<file path="config.mk">
export PLATFORM = sky130hd
export DESIGN_NAME = pc_unit
export DESIGN_NICKNAME = d
export VERILOG_FILES = /design/src/rtl/pc_pkg.sv /design/src/rtl/pc_ras.sv /design/src/rtl/pc_unit.sv
export SDC_FILE = /design/constraint.sdc
export NUM_CORES = 1
export LEC_CHECK = 0
export CORE_ASPECT_RATIO = 1.2
export CORE_MARGIN = 2
export CORE_UTILIZATION = 50
export CTS_CLUSTER_DIAMETER = 120
export DETAILED_ROUTE_END_ITERATION = 12
export PLACE_DENSITY = 0.82
export SETUP_SLACK_MARGIN = 0.02
export SLEW_MARGIN = 0
export SYNTH_ARGS = -nofsm -noshare
export SYNTH_HDL_FRONTEND = slang
export SYNTH_SLANG_ARGS = --single-unit
</file>
<file path="constraint.sdc">
create_clock -name clk -period 16.2 [get_ports clk]
set_input_delay 4.86 -clock clk [delete_from_list [all_inputs] [get_ports clk]]
set_output_delay 4.86 -clock clk [all_outputs]
set_load 0.005 [all_outputs]
</file>
<file path="src/rtl/pc_pkg.sv">
// pc_pkg: shared constants, next-PC select encoding and alignment helper for pc_unit.
package pc_pkg;

   localparam int IALIGN_BYTES = 4;

   typedef enum logic [2:0] {
      NPC_SEQ,
      NPC_BR,
      NPC_JMP,
      NPC_XRET,
      NPC_TRAP,
      NPC_HOLD
   } npc_sel_e;

   // Only the low two address bits matter for 4-byte instruction alignment.
   function automatic logic is_misaligned(input logic [1:0] addr);
      return (32'(addr) % IALIGN_BYTES) != 0;
   endfunction

endpackage

</file>
<file path="src/rtl/pc_ras.sv">
// pc_ras: circular return-address stack; a push when full overwrites the oldest entry.
module pc_ras
   import pc_pkg::*;
#(
   parameter int XLEN      = 32,
   parameter int RAS_DEPTH = 4
) (
   input  logic            clk,
   input  logic            rst,
   input  logic            push,
   input  logic            pop,
   input  logic [XLEN-1:0] din,
   output logic [XLEN-1:0] top,
   output logic            empty,
   output logic            full
);

   localparam int PW = $clog2(RAS_DEPTH);

   logic [XLEN-1:0] mem [RAS_DEPTH];
   logic [PW-1:0]   ptr;
   logic [PW:0]     cnt;
   logic [PW-1:0]   top_idx;

   // ptr names the next free slot; when full that slot holds the oldest entry.
   assign top_idx = ptr - PW'(1);
   assign empty   = cnt == '0;
   assign full    = cnt == (PW+1)'(RAS_DEPTH);
   assign top     = empty ? '0 : mem[top_idx];

   always_ff @(posedge clk or posedge rst) begin
      if (rst) begin
         ptr <= '0;
         cnt <= '0;
         for (int i = 0; i < RAS_DEPTH; i++) mem[i] <= '0;
      end else if (push && pop && !empty) begin
         mem[top_idx] <= din;
      end else if (push) begin
         mem[ptr] <= din;
         ptr      <= ptr + PW'(1);
         cnt      <= full ? cnt : cnt + (PW+1)'(1);
      end else if (pop && !empty) begin
         ptr <= top_idx;
         cnt <= cnt - (PW+1)'(1);
      end
   end

endmodule

</file>
<file path="src/rtl/pc_unit.sv">
// pc_unit: fetch program counter with prioritised redirect, misalignment rejection
// and a return-address stack for return prediction.
module pc_unit
   import pc_pkg::*;
#(
   parameter int              XLEN         = 32,
   parameter logic [XLEN-1:0] RESET_VECTOR = '0,
   parameter int              RAS_DEPTH    = 4
) (
   input  logic            clk,
   input  logic            rst,
   input  logic            en,
   input  logic            trap_valid,
   input  logic [XLEN-1:0] trap_vec,
   input  logic            xret_valid,
   input  logic [XLEN-1:0] epc,
   input  logic            jump_valid,
   input  logic [XLEN-1:0] jump_target,
   input  logic            jump_is_call,
   input  logic            jump_is_ret,
   input  logic            br_taken,
   input  logic [XLEN-1:0] br_target,
   output logic [XLEN-1:0] pc,
   output logic [XLEN-1:0] pc_plus4,
   output logic            misalign,
   output logic [XLEN-1:0] badaddr,
   output logic [XLEN-1:0] ras_top,
   output logic            ras_empty,
   output logic            ras_full
);

   localparam logic [XLEN-1:0] ALIGN_MASK = ~XLEN'(IALIGN_BYTES - 1);

   npc_sel_e        sel;
   logic [XLEN-1:0] tgt;
   logic            mis;
   logic [XLEN-1:0] pc_nxt;
   logic            ras_push;
   logic            ras_pop;

   assign pc_plus4 = pc + XLEN'(IALIGN_BYTES);

   always_comb begin
      sel = trap_valid ? NPC_TRAP :
            xret_valid ? NPC_XRET :
            !en        ? NPC_HOLD :
            jump_valid ? NPC_JMP  :
            br_taken   ? NPC_BR   : NPC_SEQ;
      tgt = jump_valid ? jump_target : br_target;
      mis = (sel == NPC_JMP || sel == NPC_BR) && is_misaligned(tgt[1:0]);
      pc_nxt = sel == NPC_TRAP ? trap_vec & ALIGN_MASK :
               sel == NPC_XRET ? epc & ALIGN_MASK      :
               sel == NPC_SEQ  ? pc_plus4              :
               sel == NPC_HOLD || mis ? pc : tgt;
      ras_push = sel == NPC_JMP && !mis && jump_is_call;
      ras_pop  = sel == NPC_JMP && !mis && jump_is_ret;
   end

   always_ff @(posedge clk or posedge rst) begin
      if (rst) begin
         pc       <= RESET_VECTOR;
         misalign <= 1'b0;
         badaddr  <= '0;
      end else begin
         pc       <= pc_nxt;
         misalign <= mis;
         badaddr  <= mis ? tgt : badaddr;
      end
   end

   pc_ras #(
      .XLEN      (XLEN),
      .RAS_DEPTH (RAS_DEPTH)
   ) u_ras (
      .clk   (clk),
      .rst   (rst),
      .push  (ras_push),
      .pop   (ras_pop),
      .din   (pc_plus4),
      .top   (ras_top),
      .empty (ras_empty),
      .full  (ras_full)
   );

endmodule

</file>
# == Yosys cells after proc, flatten, opt, wreduce, memory -nomap -nowiden ==
# Index checks and enable logic that the tools add are counted.
# classes
add_sub_neg,5
n_mul,0
div_mod_pow,0
magnitude_cmp,4
eq_ne,8
shift,0
n_mux,27
bitwise,3
n_reduce_logical,20
# ops
operator,n
two-way mux 32 bit,10
bitwise mux 128 bit,2
two-way mux 128 bit,2
demux 32 bit (select 2 bit),2
binary-select mux 32 bit (select 2 bit),1
"adder 32 x 3 -> 32 bit, second input constant",1
nonzero test 32 bit,1
two-way mux 3 bit,6
"== test 3 bit, second input constant",3
logical AND 1 bit,9
"== test 3 x 2 -> 1 bit, second input constant",2
"greater-or-equal comparator 3 bit, second input constant",2
zero test 3 bit,2
"less-than comparator 3 x 1 -> 1 bit, second input constant",2
two-way mux 2 bit,3
inverter 2 -> 3 bit,2
"!= test 4 bit, second input constant",1
nonzero test 2 bit,2
"adder 3 x 1 -> 3 bit, second input constant",1
"== test 3 x 1 -> 1 bit, second input constant",1
AND reduction 3 bit,1
"subtractor 3 x 1 -> 3 bit, second input constant",1
"adder 2 x 1 -> 2 bit, second input constant",1
zero test 1 bit,2
other kinds (6),7
# totals
regBits,198
latch_bits,0
ramBits,0
romBits,0
inputBits,137
out_inout_bits,131
elab_cells,76
n_memories,0

# == Logic depth before layout (Yosys ltp) ==
# Gate-level depths: netlist (run 1).
# depth
word_depth,15
ltp_mapped,9
mapped_depth_nobuf,7

# == Hierarchy ==
# From an unflattened synthesis (run 1), not the netlist that was laid out.
# unflattened
cells_unflattened,894
area_unflattened_um2,11055.6
# by_module_without_submodules
module,instances,cells_each,area_each_um2,seq_area_each_um2
pc_ras,1,402,6810.3,3328.2
pc_unit,1,492,4245.3,1626.6

# == Least setup slack after synthesis (run 1) ==
# OpenSTA, ideal clock, no wires.
# synth_path
path_kind,register to output
startpoint,register u_ras.ptr[0]
endpoint,output ras_top[10]
t_arrival_ns,2.489
t_required_ns,11.340
setup_slack_ns,8.851
path_stages_with_launch,9
path_buffers,4
path_cell_list,dfrtp_1 > clkbuf_1 > buf_2 > inv_1 > ha_1 > clkbuf_1 > clkbuf_1 > mux4_2 > nor2b_1
# synth_between
elab_chain_len,6
# synth_rtl
item,line_no,text
"start, declared",pc_ras.sv:21,logic [PW-1:0] ptr;
"start signal, assigned",pc_ras.sv:40,ptr <= ptr + PW'(1);
"start signal, assigned",pc_ras.sv:43,ptr <= top_idx;
subtractor 2 x 1 -> 2 bit,pc_ras.sv:26,assign top_idx = ptr - PW'(1);
net u_ras.top_idx[0],pc_ras.sv:23,logic [PW-1:0] top_idx;
inverter 2 -> 3 bit (implied by the code),pc_ras.sv:29,assign top = empty ? '0 : mem[top_idx];
binary-select mux 32 bit (select 2 bit),pc_ras.sv:29,
two-way mux 32 bit (implied by the code) (2 in a row),pc_ras.sv:29,
two-way mux 32 bit,pc_ras.sv:29,
"end, declared",pc_unit.sv:27,"output logic [XLEN-1:0] ras_top,"
# The timed path passes the listed nets, and every way through them passes these cells. The select of a mux whose other input is x is not followed.

# == Final worst setup path (run 1) ==
# layout_path
startpoint,register pc[2]
endpoint,output pc_plus4[30]
# layout_between
elab_chain_len,1
# layout_rtl
item,line_no,text
"start, declared",pc_unit.sv:23,"output logic [XLEN-1:0] pc,"
"start signal, assigned",pc_unit.sv:65,pc <= pc_nxt;
adder 32 x 3 -> 32 bit,pc_unit.sv:41,assign pc_plus4 = pc + XLEN'(IALIGN_BYTES);
"end, declared",pc_unit.sv:24,"output logic [XLEN-1:0] pc_plus4,"
# No other way between the ends.

==> results of run 1 <==
registers in the layout, indices dropped and copies added (netlist names):
signal / count
badaddr: 32
misalign: 1
pc: 32
u_ras.cnt: 3
u_ras.mem: 128
u_ras.ptr: 2
report_power, final:
part	switching (uW)	leakage, uW	total [uW]	internal [uW]
registers	55.2	0.00256	612	557
clock network	196	0.000276	425	229
logic	198	0.00299	411	214
total	448	0.00582	1450	999
layout make-up:
class                   instances  area, um^2  area share [%]
repair buffers                279        2748           20.08
flip-flops and latches        198        4956           36.22
clock buffers                  18       429.2           3.137
well taps                     265       331.6           2.423
inverters                      40       157.7           1.152
multi-input cells             728        4913           35.91
clock inverters                13       146.4           1.070
through the flow:
step | hold WS [ns] | instances
after floorplan | 0.4752 | 1048
after global placement | 0.4847 | 1510
after detailed placement | 0.4938 | 1510
after CTS | 0.5099 | 1541
after global routing | 0.5233 | 1541
final | 0.5068 | 1541
cell families (layout without fill, tap and decap cells):
kind of cell	Yosys count	in the layout	synth area share, %
simple gates	315	315	15.11
compound gates	287	287	15.90
flops	198	198	47.80
buf+inv	122	350	5.069
mux	85	85	12.26
xor+xnor	32	32	2.704
fa+ha+maj	9	9	1.159
cells in the final DEF, fill, tap and decap left out, types with 5 or more instances in the layout:
master / netlist / final
mux2_2: 16 / 16
nor3_1: 7 / 6
or3_1: 5 / 5
dfrtp_1: 198 / 197
nor2b_1: 32 / 32
nand3_1: 15 / 15
clkbuf_16: 0 / 17
buf_4: 3 / 16
nand4_1: 12 / 12
nand2b_1: 6 / 6
ha_1: 8 / 8
a21oi_1: 176 / 176
o22ai_1: 19 / 19
nand2_1: 38 / 38
a221oi_1: 7 / 7
mux2i_1: 37 / 37
a22oi_1: 5 / 5
mux4_2: 32 / 32
inv_1: 40 / 39
nor2_1: 164 / 163
clkdlybuf4s50_1: 0 / 262
a31oi_1: 7 / 7
o31a_1: 5 / 5
xor2_1: 18 / 18
xnor2_1: 14 / 14
o31ai_1: 5 / 5
o21ai_0: 34 / 34
per-layer routing:
metal  up-vias  track usage, %  wire (um)
li1       4122               -          -
met4         0           12.41       1266
met2       408           48.59      15660
met5         -               0          0
met1      4278           36.05      11690
met3        81           6.242       2222
worst paths after layout:
path,to,from,slack (ns),cells past startpoint
max reg2reg,u_ras.mem[60]$_DFFE_PP0P_,pc[2]$_DFFE_PP0P_,13.43,6
max,pc_plus4[30],pc[2]$_DFFE_PP0P_,7.87,7
min reg2reg,u_ras.mem[67]$_DFFE_PP0P_,u_ras.mem[67]$_DFFE_PP0P_,0.51,1
min,u_ras.mem[67]$_DFFE_PP0P_,u_ras.mem[67]$_DFFE_PP0P_,0.51,1
min in group asynchronous,badaddr[28]$_DFFE_PP0P_,rst,4.93,2
max in group asynchronous,u_ras.ptr[0]$_DFFE_PP0P_,rst,9.54,3
==> impl_metrics.csv, run 1 <==
group,metric,value,unit
placed_design,place_ws,8.329,ns
layout,fin_area,0.01368,mm^2
layout,n_antenna_cell,0,
routing,num_vias,8889,
pwr,irDropWorstVdd,0.07333,mV
clock_tree,clock_path_buffers,2,
layout,fillCellCount,1566,
sta,worst_slack,7.869,ns
sta,timing.final.crit_share,51.43,%
setup_path,crit_required,11.34,ns
floorplanning,rows,57,
clock_tree,cts_sinks,198,
yosys,yosysTopAreaCell,"dfrtp_1",
clock_tree,cts_tree,"built",
yosys,yosysMostFrequentCell,"dfrtp_1",
sta,worst_slew_margin_rel,22.10,%
yosys,synth_edf_count,0,
setup_path,end_kind,"output pin",
yosys,synthTopCellsByCount,"198 x dfrtp_1, 176 x a21oi_1, 164 x nor2_1",
yosys,synth-warning-count,0,
sta,tns,0,ns
sta,finalSetupViolations,0,
layout,nNetsFinal,1410,
placed_design,hpwl,22040,um
clock_tree,numCtsBuffers,17,
clock_tree,clockRootBuffer,"clkbuf_16",
global_route,grt_usage,28.86,%
setup_path,critPathTopFamily,"simple AND/OR/NAND/NOR gates",
yosys,ys_top_cells_by_area,"dfrtp_1 48%, a21oi_1 8.5%, mux4_2 7.0%",
clock_tree,h-tree-depth,4,
sta,tightest_slew,1.169,ns
routing,wl,30840,um
pwr,power.total,1448,uW
layout,synthToLayoutAreaGrowth,31.99,%
clock_tree,clock_latency,0.44,ns
yosys,avgSynthCellArea,9.891,um^2
floorplanning,start_util,51.00,%
global_route,grt_pass1_vias,9043,
layout,final_util,67.31,%
pwr,p_leak,0.005822,uW
floorplanning,fp.dieW,135.4,um
global_route,antenna_found_initial,0,
sta,slew_viol_final,0,
floorplanning,die_h,161.7,um
global_route,grt_pass1_wl,48820,um
sta,finClkSkew,0.01387,ns
placed_design,post_dp_cell_area,0.01311,mm^2
routing,first_pass_iters,7,
clock_tree,cts_setup_buffers,0,
yosys,synth_ff_type,"dfrtp_1",
yosys,synth.distinct_cells,68,
setup_path,path_buf_inv,2,
setup_path,startpoint_type,"register",
clock_tree,cts_resized,0,
setup_path,worstPathArrival,3.47,ns
placed_design,portBuffers,263,
setup_path,worst-path-max-fanout,10,
layout,drive_gt1_share,9.404,%
setup_path,crit_chain,"ha_1 > nand4_2 > nor4_4 > nand4_1 > xor2_1 > inv_1 > clkdlybuf4s50_1",
routing,postRouteAntennaNets,0,
routing,route.detailed.drc,0,
routing,via_per_inst,5.768,
floorplanning,dieArea,0.02190,mm^2
yosys,synth_fp_nets,1194,
placed_design,gp_congestion,0.8594,
clock_tree,cts_hold_buf,0,
setup_path,cp_slowest_cell,"nor4_4",
global_route,grt-ovfl-total,0,
sta,fmax,0.1200,GHz
yosys,synth-seq-area-share,47.80,%
floorplanning,design.portCount,268,
yosys,netlist.area_leader.share,47.80,%
routing,drtIter0Drc,803,
min_path,hold_path_class,"register to register",
clock_tree,clk_pin_slew,0.07,ns
sta,grt_setup_unrepaired,"no",
flow_run,drv_cap,0,
routing,post_drt_wl_per_cell,20.01,um
sta,hold_viol_final,0,
yosys,synthCells,1048,
global_route,grt_max_degree,113,
yosys,synth_area,0.01037,mm^2
yosys,async_flop_share,100.0,%
setup_path,cp_slowest_stage_delay,0.56,ns
run_status,status,"complete, no violations",
floorplanning,core-area,0.02033,mm^2
setup_path,crit_type,"register to output pin",
pwr,power_density,105.8,mW/mm^2
sta,finalCriticalPeriod,8.331,ns
yosys,ys_ff_latch,198,
(Power assumes the default switching activity.)
==> run 2: changes to the inputs <==
==> constraint.sdc (replaced) <==
create_clock -name clk -period 8.35 [get_ports clk]
set_input_delay 2.505 -clock clk [delete_from_list [all_inputs] [get_ports clk]]
set_output_delay 2.505 -clock clk [all_outputs]
set_load 0.005 [all_outputs]
==> run 2 against run 1 <==
Register-to-register slack got worse by 7.9 ns. Die area did not move. Worst setup slack lost 5.4 ns. First-iteration DRC count shrank 13%. Sequential share of layout area barely moved. Worst hold slack lost 0.0020 ns. Clock power rose by 85%. Utilization decreased by 0.080 points. Critical path type unchanged. Largest cell class unchanged.
==> impl_metrics.csv, run 2 (same netlist as run 1, synthesis figures left out) <==
group,metric,value,unit
run_status,status,"complete, no violations",
sta,finalSetupViolations,0,
floorplanning,die_h,161.7,um
floorplanning,start_util,51.00,%
min_path,min_from,"u_ras.mem[65]$_DFFE_PP0P_",
pwr,p_comb_share,28.8,%
pwr,power_density,202.5,mW/mm^2
setup_path,crit_chain,"ha_1 > nand4_2 > nor4_4 > nand4_1 > xnor2_1 > inv_1 > clkdlybuf4s50_1",
sta,worst_slew_margin_rel,23.85,%
global_route,grt_pass1_vias,9120,
setup_path,crit_start,"pc[2]$_DFFE_PP0P_",
placed_design,hpwl,21940,um
floorplanning,design.portCount,268,
layout,fin_area,0.01367,mm^2
routing,route.detailed.drc,0,
global_route,grt-ovfl-total,0,
setup_path,end_kind,"output pin",
clock_tree,cts_hold_buf,0,
global_route,grt_max_degree,143,
setup_path,cp_slowest_cell,"nor4_4",
global_route,grt_pass1_wl,48180,um
placed_design,post_dp_cell_area,0.01311,mm^2
setup_path,r2r-start,"u_ras.cnt[0]$_DFFE_PP0P_",
global_route,use_met1,35.41,%
clock_tree,clock_latency,0.44,ns
sta,finalCriticalPeriod,5.922,ns
placed_design,portBuffers,263,
layout,n_antenna_cell,0,
floorplanning,fp.dieW,135.4,um
routing,post_drt_wl_per_cell,19.82,um
flow_run,drv_cap,0,
sta,tns,0,ns
floorplanning,core-area,0.02033,mm^2
setup_path,startpoint_type,"register",
layout,drive_gt1_share,9.546,%
sta,timing.final.crit_share,70.92,%
sta,tightest_slew,1.142,ns
pwr,power.share.clock,28.4,%
setup_path,worstPathArrival,3.42,ns
sta,hold_viol_final,0,
routing,drtIter0Drc,699,
sta,hold_slack,0.5048,ns
pwr,p_leak,0.005823,uW
pwr,irDropWorstVdd,0.1625,mV
min_path,hold_path_class,"register to register",
clock_tree,h-tree-depth,4,
routing,first_pass_iters,6,
pwr,p_seq_share,42.9,%
routing,wl,30590,um
pwr,power.total,2768,uW
layout,synthToLayoutAreaGrowth,31.83,%
global_route,grt_usage,28.37,%
layout,multi_input_area,0.004913,mm^2
clock_tree,clk_pin_slew,0.07,ns
clock_tree,numCtsBuffers,17,
pwr,p_int,1885,uW
global_route,busiest_layer,"met2",
layout,largest_reg_flops,128,
floorplanning,dieArea,0.02190,mm^2
global_route,grt_use_met2,47.14,%
setup_path,cp_slowest_stage_delay,0.56,ns
floorplanning,rows,57,
routing,postRouteAntennaNets,0,
global_route,grt_util_met3,6.554,%
routing,via_per_inst,5.835,
layout,seq_area,0.004956,mm^2
clock_tree,cts_resized,0,
sta,finClkSkew,0.01451,ns
clock_tree,cts_tree,"built",
clock_tree,cts_sinks,198,
layout,final_cell_mix,"262 x clkdlybuf4s50_1, 197 x dfrtp_1, 176 x a21oi_1",
setup_path,crit_type,"register to output pin",
sta,grt_setup_unrepaired,"no",
clock_tree,cts_setup_buffers,0,
layout,largestRegisters,"u_ras.mem: 128 flops, badaddr: 32 flops, pc: 32 flops",
sta,fmax,0.1689,GHz
layout,nNetsFinal,1411,
layout,fillCellCount,1630,
clock_tree,clock_path_buffers,2,
sta,slew_viol_final,0,
pwr,switching_share,31.88,%
global_route,antenna_found_initial,0,
routing,num_vias,9004,
layout,top_register,"u_ras.mem",
pwr,switchingPower,882.2,uW
setup_path,crit_required,5.85,ns
placed_design,gp_congestion,0.8628,
layout,final_common_cell,"clkdlybuf4s50_1",
setup_path,worst-path-max-fanout,10,
clock_tree,clockRootBuffer,"clkbuf_16",
## run 2: changes by cell type in the layout (fill, tap and decap cells not counted)
cell / delta
clkinv_4: +3
buf_4: +1
clkinvlp_4: -2
clkinv_8: +1
bufinv_16: -2
inv_6: +1
## run 2: worst paths after layout
path | endpoint | depth (start not counted) | slack [ns]
worst max-delay path | pc_plus4[26] | 7 | 2.43
worst min-delay path | u_ras.mem[65]$_DFFE_PP0P_ | 1 | 0.50
worst max register to register | u_ras.mem[2]$_DFFE_PP0P_ | 5 | 5.58
worst min register to register | u_ras.mem[65]$_DFFE_PP0P_ | 1 | 0.50
max in group asynchronous | u_ras.mem[44]$_DFFE_PP0P_ | 3 | 4.30
min in group asynchronous | badaddr[21]$_DFFE_PP0P_ | 2 | 2.67
## run 2: power groups by stage
| stage | Combinational [uW] | Clock (uW) | Sequential [uW] |
|---|---|---|---|
| global route | 867 | 830 | 1200 |
| CTS | 803 | 794 | 1180 |
| finish | 796 | 786 | 1190 |
| floorplan | 422 | 0 | 1170 |
| global placement | 781 | 0 | 1190 |
| detailed placement | 798 | 0 | 1200 |
## run 2: layout make-up
class	instances	area share, %
Clock buffer	18	3.140
Clock inverter	14	0.8973
Inverter	40	1.154
Multi-Input combinational cell	728	35.95
Sequential cell	198	36.27
Tap cell	265	2.426
Timing Repair Buffer	280	20.16
## run 2: through the flow
step	worst slack (ns)	utilization [%]	cells
floorplan	0.4477	-	1048
global placement	2.751	64.52	1511
detailed placement	2.762	64.52	1511
CTS	2.451	67.23	1543
global route	2.269	67.23	1543
finish	2.428	67.23	1543
## run 2: worst max-delay path: cells and delay by family, from the launching register on
family	cells	cell delay [ns]
DFF	1	0.53
and+or+nand+nor	3	1.10
buffers and inverters	2	0.58
xor gates and xnor gates	1	0.48
adders and majority gates	1	0.28
## run 2: per-layer routing
metal,share of wire [%],wire [um]
met1,38,11750
met2,50,15280
met3,7.5,2305
met4,4.1,1261
met5,0,0
==> run 3: changes to the inputs <==
--- a/config.mk
+++ b/config.mk
@@ -7,10 +7,10 @@
 export LEC_CHECK = 0
 export CORE_ASPECT_RATIO = 1.2
 export CORE_MARGIN = 2
-export CORE_UTILIZATION = 50
+export CORE_UTILIZATION = 45
 export CTS_CLUSTER_DIAMETER = 120
 export DETAILED_ROUTE_END_ITERATION = 12
-export PLACE_DENSITY = 0.82
+export PLACE_DENSITY = 0.78
 export SETUP_SLACK_MARGIN = 0.02
 export SLEW_MARGIN = 0
 export SYNTH_ARGS = -nofsm -noshare
==> constraint.sdc (replaced) <==
create_clock -name clk -period 5.15 [get_ports clk]
set_input_delay 1.545 -clock clk [delete_from_list [all_inputs] [get_ports clk]]
set_output_delay 1.545 -clock clk [all_outputs]
set_load 0.005 [all_outputs]
==> run 3 against run 2 <==
Register-to-register slack worse by 3.1 ns. Clock-buffer cell count is 1 lower. Sequential power is 61% higher. Non-clock buffer count is 13 higher. Routed wire length is 0.85% higher.
==> impl_metrics.csv, run 3 (same netlist as run 1, synthesis figures left out) <==
group,metric,value,unit
global_route,grt_max_degree,74,
layout,synthToLayoutAreaGrowth,33.58,%
placed_design,hpwl,23100,um
floorplanning,rows,60,
layout,nNetsFinal,1424,
floorplanning,fp.dieW,142.6,um
routing,wl,30850,um
clock_tree,cts_setup_buffers,0,
global_route,grt_pass1_wl,49400,um
clock_tree,numCtsBuffers,17,
layout,top_register,"u_ras.mem",
routing,first_pass_iters,5,
global_route,grt_usage,26.19,%
floorplanning,core-area,0.02252,mm^2
routing,postRouteAntennaNets,0,
placed_design,post_dp_cell_area,0.01328,mm^2
placed_design,place_ws,0.7483,ns
layout,final_common_cell,"clkdlybuf4s50_1",
clock_tree,cts_hold_buf,0,
clock_tree,clock_path_buffers,2,
clock_tree,clock_latency,0.44,ns
pwr,irDropWorstVdd,0.2600,mV
sta,hold_viol_final,0,
sta,slew_viol_final,0,
setup_path,end_kind,"output pin",
pwr,power_density,326.8,mW/mm^2
sta,finalCriticalPeriod,4.879,ns
sta,grt_setup_unrepaired,"no",
setup_path,worst-path-max-fanout,6,
floorplanning,start_util,46.03,%
floorplanning,design.portCount,268,
routing,num_vias,9006,
sta,hold_slack,0.5117,ns
floorplanning,dieArea,0.02427,mm^2
routing,route.detailed.drc,0,
clock_tree,clockRootBuffer,"clkbuf_16",
clock_tree,cts_tree,"built",
pwr,p_leak,0.005904,uW
global_route,grt_pass1_vias,9088,
layout,largest_reg_flops,128,
min_path,hold_path_class,"register to register",
layout,drive_gt1_share,10.53,%
sta,finalSetupViolations,0,
sta,timing.final.crit_share,94.75,%
sta,tns,0,ns
flow_run,drv_cap,0,
sta,fmax,0.2049,GHz
clock_tree,cts_sinks,198,
routing,via_per_inst,5.736,
routing,post_drt_wl_per_cell,19.65,um
floorplanning,die_h,170.3,um
layout,final_cell_mix,"262 x clkdlybuf4s50_1, 197 x dfrtp_1, 176 x a21oi_1",
setup_path,crit_required,3.61,ns
setup_path,worstPathArrival,3.33,ns
clock_tree,cts_resized,0,
sta,worst_slack,0.2705,ns
global_route,antenna_found_initial,0,
layout,largestRegisters,"u_ras.mem: 128 flops, badaddr: 32 flops, pc: 32 flops",
layout,n_antenna_cell,0,
sta,finClkSkew,0.01047,ns
placed_design,gp_congestion,0.8496,
setup_path,startpoint_type,"register",
clock_tree,h-tree-depth,4,
routing,drtIter0Drc,820,
run_status,status,"complete, no violations",
layout,fin_area,0.01385,mm^2
placed_design,portBuffers,263,
clock_tree,clk_pin_slew,0.07,ns
sta,tightest_slew,0.9304,ns
setup_path,crit_type,"register to output pin",
sta,worst_slew_margin_rel,37.75,%
global_route,grt-ovfl-total,0,
## run 3: worst paths after layout
check / start / to / slack [ns] / depth (start not counted)
worst max-delay path: pc[3]$_DFFE_PP0P_ / pc_plus4[26] / 0.27 / 7
worst min-delay path: u_ras.mem[64]$_DFFE_PP0P_ / u_ras.mem[64]$_DFFE_PP0P_ / 0.51 / 1
worst max register to register: pc[3]$_DFFE_PP0P_ / u_ras.mem[122]$_DFFE_PP0P_ / 2.51 / 6
worst min register to register: u_ras.mem[64]$_DFFE_PP0P_ / u_ras.mem[64]$_DFFE_PP0P_ / 0.51 / 1
max in group asynchronous: rst / badaddr[2]$_DFFE_PP0P_ / 2.89 / 3
min in group asynchronous: rst / u_ras.mem[25]$_DFFE_PP0P_ / 1.47 / 2
## run 3: area by class of cell
type,count,area [um^2]
sequential,198,4956
tap,279,349.1
fill,1881,8675
clock inverter,15,146.4
clock buffer,17,425.4
multi-input combinational,728,4913
timing repair buffer,293,2903
inverter,40,153.9
## run 3: metrics by stage
stage | std cells | total power (uW) | util (%)
after floorplan | 1048 | 2585 | -
after global placement | 1538 | 3226 | 58.94
after detailed placement | 1538 | 3251 | 58.94
after CTS | 1570 | 4547 | 61.48
after global routing | 1570 | 4745 | 61.48
final | 1570 | 4526 | 61.48
## run 3: metal layers
metal,vias up,share of wire (%),track usage (%)
met4,0,3.0,9.643
met2,365,51,45.05
met1,4420,40,32.90
met3,64,6.6,5.008
met5,-,0,0
li1,4157,-,-
## run 3: report_power, final
| part | internal (uW) | switching (uW) |
|---|---|---|
| clock network | 679 | 626 |
| registers | 1750 | 169 |
| logic | 685 | 616 |
## run 3: worst max-delay path: stages (launching register included)
cell and delay (ns):
dfrtp_1 0.49, ha_1 0.28, nand4_2 0.28, nor4_4 0.57, nand4_1 0.28, xnor2_1 0.46
inv_1 0.08, clkdlybuf4s50_1 0.46
